File: config.mk
export PLATFORM = sky130hd
export DESIGN_NAME = rc_req_arbiter_flat
export DESIGN_NICKNAME = d
export VERILOG_FILES = /design/src/rtl/rc_req_arbiter_if.sv /design/src/rtl/rc_req_arbiter.sv /design/src/flat_wrapper.sv
export SDC_FILE = /design/constraint.sdc
export NUM_CORES = 1
export LEC_CHECK = 0
export BUFFER_PORTS_ARGS = -buffer_cell sky130_fd_sc_hd__clkbuf_2
export CAP_MARGIN = 10
export CORE_AREA = 2 2 39 41
export CTS_BUF_LIST = sky130_fd_sc_hd__clkbuf_16
export DETAILED_ROUTE_END_ITERATION = 6
export DIE_AREA = 0 0 41 43
export PLACE_DENSITY_LB_ADDON = 0.12
export SETUP_SLACK_MARGIN = 0.15
export SYNTH_ARGS = -nofsm -noshare
export SYNTH_HDL_FRONTEND = slang
export SYNTH_SLANG_ARGS = --single-unit
File: constraint.sdc
create_clock -name clk -period 2.09 [get_ports clk]
set_input_delay 0.209 -clock clk [delete_from_list [all_inputs] [get_ports clk]]
set_output_delay 0.209 -clock clk [all_outputs]
set_load 0.005 [all_outputs]
File: src/rtl/rc_req_arbiter_if.sv
// rtl/rc_req_arbiter_if.sv - requester/resource-controller channel bundle for rc_req_arbiter
interface rc_req_arbiter_if #(
    parameter int NREQ = 4
);
    logic [NREQ-1:0]         req_n;
    logic [NREQ-1:0]         ack_n;
    logic [$clog2(NREQ)-1:0] grant_id;
    logic                    busy;
    logic                    rc_reqn;
    logic                    rc_ackn;
    logic                    wdog_err;

    modport master (
        output req_n,
        output rc_ackn,
        input  ack_n,
        input  grant_id,
        input  busy,
        input  rc_reqn,
        input  wdog_err
    );

    modport slave (
        input  req_n,
        input  rc_ackn,
        output ack_n,
        output grant_id,
        output busy,
        output rc_reqn,
        output wdog_err
    );
endinterface

File: src/rtl/rc_req_arbiter.sv
// rtl/rc_req_arbiter.sv - round-robin arbiter sharing one rc_reqn/rc_ackn channel; watchdog under RC_ARB_WDOG_EN
module rc_req_arbiter #(
    parameter int NREQ    = 4,
    parameter int TIMEOUT = 1023
) (
    input  logic             clk,
    input  logic             rstn,
    rc_req_arbiter_if.slave  bus
);
    localparam int GW = $clog2(NREQ);

    typedef enum logic [1:0] {
        IDLE = 2'd0,
        REQ  = 2'd1,
        DONE = 2'd2
    } state_t;

    state_t            state_q, state_d;
    logic              rc_reqn_q, rc_reqn_d;
    logic [NREQ-1:0]   ack_n_q, ack_n_d;
    logic [GW-1:0]     grant_q, grant_d;
    logic [GW-1:0]     last_q, last_d;
    logic              busy_q, busy_d;

    logic              any_req;
    logic [GW-1:0]     winner;
    logic [GW-1:0]     idx_g;
    int                idx;

    // Search starts just above the last winner and wraps, so priority rotates.
    always_comb begin
        any_req = 1'b0;
        winner  = '0;
        idx     = 0;
        idx_g   = '0;
        for (int k = 1; k <= NREQ; k++) begin
            idx   = (int'(last_q) + k) % NREQ;
            idx_g = GW'(idx);
            if (!any_req && !bus.req_n[idx_g]) begin
                any_req = 1'b1;
                winner  = idx_g;
            end
        end
    end

    always_ff @(posedge clk) begin
        if (!rstn) begin
            state_q   <= IDLE;
            rc_reqn_q <= 1'b1;
            ack_n_q   <= '1;
            grant_q   <= '0;
            last_q    <= GW'(NREQ - 1);
            busy_q    <= 1'b0;
        end else begin
            state_q   <= state_d;
            rc_reqn_q <= rc_reqn_d;
            ack_n_q   <= ack_n_d;
            grant_q   <= grant_d;
            last_q    <= last_d;
            busy_q    <= busy_d;
        end
    end

    always_comb begin
        state_d   = state_q;
        rc_reqn_d = rc_reqn_q;
        ack_n_d   = ack_n_q;
        grant_d   = grant_q;
        last_d    = last_q;
        busy_d    = busy_q;
        case (state_q)
            IDLE: begin
                if (any_req) begin
                    grant_d   = winner;
                    rc_reqn_d = 1'b0;
                    busy_d    = 1'b1;
                    state_d   = REQ;
                end
            end
            REQ: begin
                rc_reqn_d = 1'b0;
                if (!bus.rc_ackn) begin
                    rc_reqn_d = 1'b1;
                    ack_n_d   = ~(NREQ'(1) << grant_q);
                    state_d   = DONE;
                end
            end
            DONE: begin
                last_d  = grant_q;
                ack_n_d = '1;
                busy_d  = 1'b0;
                state_d = IDLE;
            end
            default: begin
                state_d = IDLE;
            end
        endcase
    end

    assign bus.rc_reqn  = rc_reqn_q;
    assign bus.ack_n    = ack_n_q;
    assign bus.grant_id = grant_q;
    assign bus.busy     = busy_q;

`ifdef RC_ARB_WDOG_EN
    localparam int CW = $clog2(TIMEOUT + 1);

    logic [CW-1:0] wd_cnt_q, wd_cnt_d;
    logic          wdog_err_q, wdog_err_d;

    always_ff @(posedge clk) begin
        if (!rstn) begin
            wd_cnt_q   <= '0;
            wdog_err_q <= 1'b0;
        end else begin
            wd_cnt_q   <= wd_cnt_d;
            wdog_err_q <= wdog_err_d;
        end
    end

    // Error flags on the edge where the count reaches TIMEOUT; the count then saturates.
    always_comb begin
        wd_cnt_d   = wd_cnt_q;
        wdog_err_d = wdog_err_q;
        if (state_q == IDLE && any_req) begin
            wd_cnt_d = '0;
        end else if (state_q == REQ) begin
            if (wd_cnt_q != CW'(TIMEOUT)) begin
                wd_cnt_d = wd_cnt_q + CW'(1);
            end
            if (wd_cnt_q >= CW'(TIMEOUT - 1)) begin
                wdog_err_d = 1'b1;
            end
        end
    end

    assign bus.wdog_err = wdog_err_q;
`else
    assign bus.wdog_err = 1'b0;
`endif
endmodule
File: src/flat_wrapper.sv
// flat-port wrapper written by rule: the top's interface ports become plain ports
module rc_req_arbiter_flat 
#(
    parameter int NREQ    = 4,
    parameter int TIMEOUT = 1023
)
  (clk, rstn, bus_req_n, bus_rc_ackn, bus_ack_n, bus_grant_id, bus_busy, bus_rc_reqn, bus_wdog_err);
  rc_req_arbiter_if #(.NREQ(NREQ)) bus_i ();
  input  logic clk;
  input  logic rstn;
  input wire logic [$bits(bus_i.req_n)-1:0] bus_req_n;
  input wire logic [$bits(bus_i.rc_ackn)-1:0] bus_rc_ackn;
  output wire logic [$bits(bus_i.ack_n)-1:0] bus_ack_n;
  output wire logic [$bits(bus_i.grant_id)-1:0] bus_grant_id;
  output wire logic [$bits(bus_i.busy)-1:0] bus_busy;
  output wire logic [$bits(bus_i.rc_reqn)-1:0] bus_rc_reqn;
  output wire logic [$bits(bus_i.wdog_err)-1:0] bus_wdog_err;
  assign bus_i.req_n = bus_req_n;
  assign bus_i.rc_ackn = bus_rc_ackn;
  assign bus_ack_n = bus_i.ack_n;
  assign bus_grant_id = bus_i.grant_id;
  assign bus_busy = bus_i.busy;
  assign bus_rc_reqn = bus_i.rc_reqn;
  assign bus_wdog_err = bus_i.wdog_err;
  rc_req_arbiter #(.NREQ(NREQ), .TIMEOUT(TIMEOUT)) u_core (.clk(clk), .rstn(rstn), .bus(bus_i));
endmodule
==> metrics.cfg <==
[global_route]
grt_usage_pct = 16.1
gr-total-overflow = 0
first_global_vias = 428
antenna_found_initial = 0
grt_pass1_wl_um = 1810
grt_max_degree = 11

[power_and_ir_drop]
ir_drop_uv = 439
powerDensity_mw_per_mm2 = 922
swShare_pct = 20.6
pwr-share-clk_pct = 51.3
power.switching_uw = 137
comb_power_share_pct = 10.2
leakage_nw = 0.339
seqPwrFrac_pct = 38.4
p_int_uw = 530
finalPower_uw = 667

[placed_design]
gp_congestion = 0.754
placed_cell_area_um2 = 644
port-buffer-count = 14
dp_hpwl_um = 819

[synthesis]
synth_fa_ha_area_share_pct = 0
ys_seq_elements = 12
synthXorXnorAreaFrac_pct = 0
ys_seq_area_share_pct = 42.8
synth_compound_area_share_pct = 21.2
synth_cell_types = 29
postSynthCellCount = 63
synth_top_family_by_area = simple AND/OR/NAND/NOR gates
ys_warn_count = 0
syn_area_um2 = 562
yosysTopAreaCell = dfxtp_1
synth_mux_area_share_pct = 3.79
synth_top_cells_by_area = dfxtp_1, o21ai_0, nor2_1, nand2_1, nand3b_1
yosysTopAreaCellShare_pct = 42.8
syn_avg_cell_area_um2 = 8.92
synthSimpleGateAreaFrac_pct = 28.3
synth_nets = 70

[sta]
max_freq_mhz = 756
hold_violations = 0
period_minus_slack_ns = 1.32
timing.final.crit_share_pct = 63.3
rsz0062_at_grt = no
setup_viol = 0
finalMaxSlewViolations = 0
tns_ns = 0
skew_ns = 0.00317

[worst_setup_path]
max_stage_delay_ns = 0.47
crit_fanout = 10
arrival_ns = 1.43
crit_required_ns = 2.20
cp-end-kind = flip-flop
cp-start-kind = flip-flop
crit_chain = nor3b_2, nor3b_1, o21ai_0
slowest_stage = nor3b_2
crit_type = flip-flop to flip-flop

[cts]
clk_pin_slew_ns = 0.04
postCtsSetupBuffers = 0
cts_buffer_depth = 2
cts_tree = built
clk_latency_ns = 0.24
cts_resized = 0
cts.sinks = 12
root_buffer = clkbuf_16
h-tree-depth = 1
cts_buffers = 3
ctsHoldBuffers = 0

[detailed_routing]
drt-initial-drc-count = 7
wl_met2_um = 471
dr.max_layer_used = met4
final_antenna_net_count = 0
routedWlPerCell_um = 11.4
routed_wl_um = 1090
drt-vias-per-instance = 4.91
met1_length_um = 543
dr_wl_met3_um = 50
dr.pass1.iters = 2
via_count = 471
drc = 0

[die]
die_h_um = 43
io_pins = 16
die_w_um = 41
initial_utilization_pct = 40.6
dieArea_mm2 = 0.00176
fp.coreArea_mm2 = 0.00138
row_count = 14

[layout]
finish.instance_area_um2 = 723
drive_gt1_share_pct = 26.3
antennaDiodeCount = 0
final_nets = 88
area_delta_synth_final_pct = 28.7

[min_path]
min_path_type = primary input to flip-flop

[run]
drv_cap = 0

[run_status]
status = finished clean

## worst paths after layout
kind	endpoint	startpoint	cells after the start	slack [ns]
setup / recovery	u_core.bus.ack_n[0]	u_core.state_q[0]	3	0.77
hold / removal	u_core.state_q[0]	bus_rc_ackn	2	0.23
setup reg to reg	u_core.bus.ack_n[0]	u_core.state_q[0]	3	0.77
hold reg to reg	u_core.bus.busy	u_core.bus.busy	1	0.46
## logic make-up (layout without fill, tap and decap cells)
logic type	after synthesis	after routing
mux	2	2
other cells	1	1
compound gates	18	18
buf+inv	4	21
flops	12	12
simple gates	26	26
## layout make-up
class	instances	area [um2]
multi-input combinational	47	303
sequential	12	240
tap	16	20.0
clock inverter	1	3.75
inverter	3	11.3
fill	130	661
timing repair buffer	14	70.1
clock buffer	3	75.1
## registers in the layout, summed over array words and instances, names as in the netlist
register             cells
u_core.bus.ack_n         4
u_core.bus.busy          1
u_core.bus.grant_id      2
u_core.bus.rc_reqn       1
u_core.last_q            2
u_core.state_q           2
## cells in the mapped netlist (all sizes together)
cell and instances:
inv 3, o311a 1, and3 2, mux2 1
dfxtp 12, and2b 1, nand2 4, a21oi 1
mux2i 1, and4 1, nor2 5, o211ai 1
nand2b 2, o21a 1, nor2b 2, conb 1
a2bb2oi 1, and2 3, nor3b 3, buf 1
o21ai 8, o211a 1, o22ai 1, or3 1
o311ai 1, nand3b 2, o31ai 2
## layout by cell type (no fill, tap or decap)
cell type,Yosys,routed
nand2_1,4,4
o21a_1,1,1
and2_2,1,1
mux2i_1,1,1
o211a_1,1,1
nor3b_1,2,2
o22ai_1,1,1
a2bb2oi_1,1,1
and3_1,2,2
o211ai_1,1,1
a21oi_1,1,1
o31ai_1,2,2
and2b_1,1,1
nand2b_1,2,2
o21ai_0,8,8
nand3b_1,2,2
inv_1,3,3
clkinv_1,0,1
nor2_1,5,5
o311ai_0,1,1
and4_4,1,1
dfxtp_1,12,12
conb_1,1,1
clkbuf_2,0,14
clkbuf_16,0,3
nor2b_1,2,2
or3_1,1,1
nor3b_2,1,1
and2_1,2,2
mux2_2,1,1
o311a_1,1,1
## critical path: cells and delay by family, from the launching register on
family             cells  cell delay, ns
DFF                    1            0.40
and+or+nand+nor        2            0.70
AOI/OAI and AO/OA      1            0.09
## routing by layer
| metal | GRT usage, % | up-vias |
|---|---|---|
| li1 | - | 262 |
| met1 | 19.6 | 195 |
| met2 | 20.9 | 12 |
| met3 | 4.71 | 2 |
| met4 | 16.0 | 0 |
| met5 | 0 | - |
## power by group through the flow
stage	Combinational, mW	Clock [mW]	Sequential, mW
floorplan	0.0417	0	0.259
global placement	0.0686	0	0.260
detailed placement	0.0691	0	0.260
CTS	0.0694	0.355	0.256
global route	0.0785	0.360	0.259
finish	0.0683	0.342	0.256
## through the flow
stage / setup WS (ns) / std cells / hold slack [ns] / utilization, %
after CTS: 0.774 / 96 / 0.222 / 52.3
after global placement: 0.752 / 92 / 0.449 / 46.6
after floorplan: 0.946 / 63 / 0.271 / -
final: 0.767 / 96 / 0.230 / 52.3
after detailed placement: 0.737 / 92 / 0.458 / 46.6
after global routing: 0.597 / 96 / 0.243 / 52.3
No activity file was read; power rests on OpenSTA's default activity.
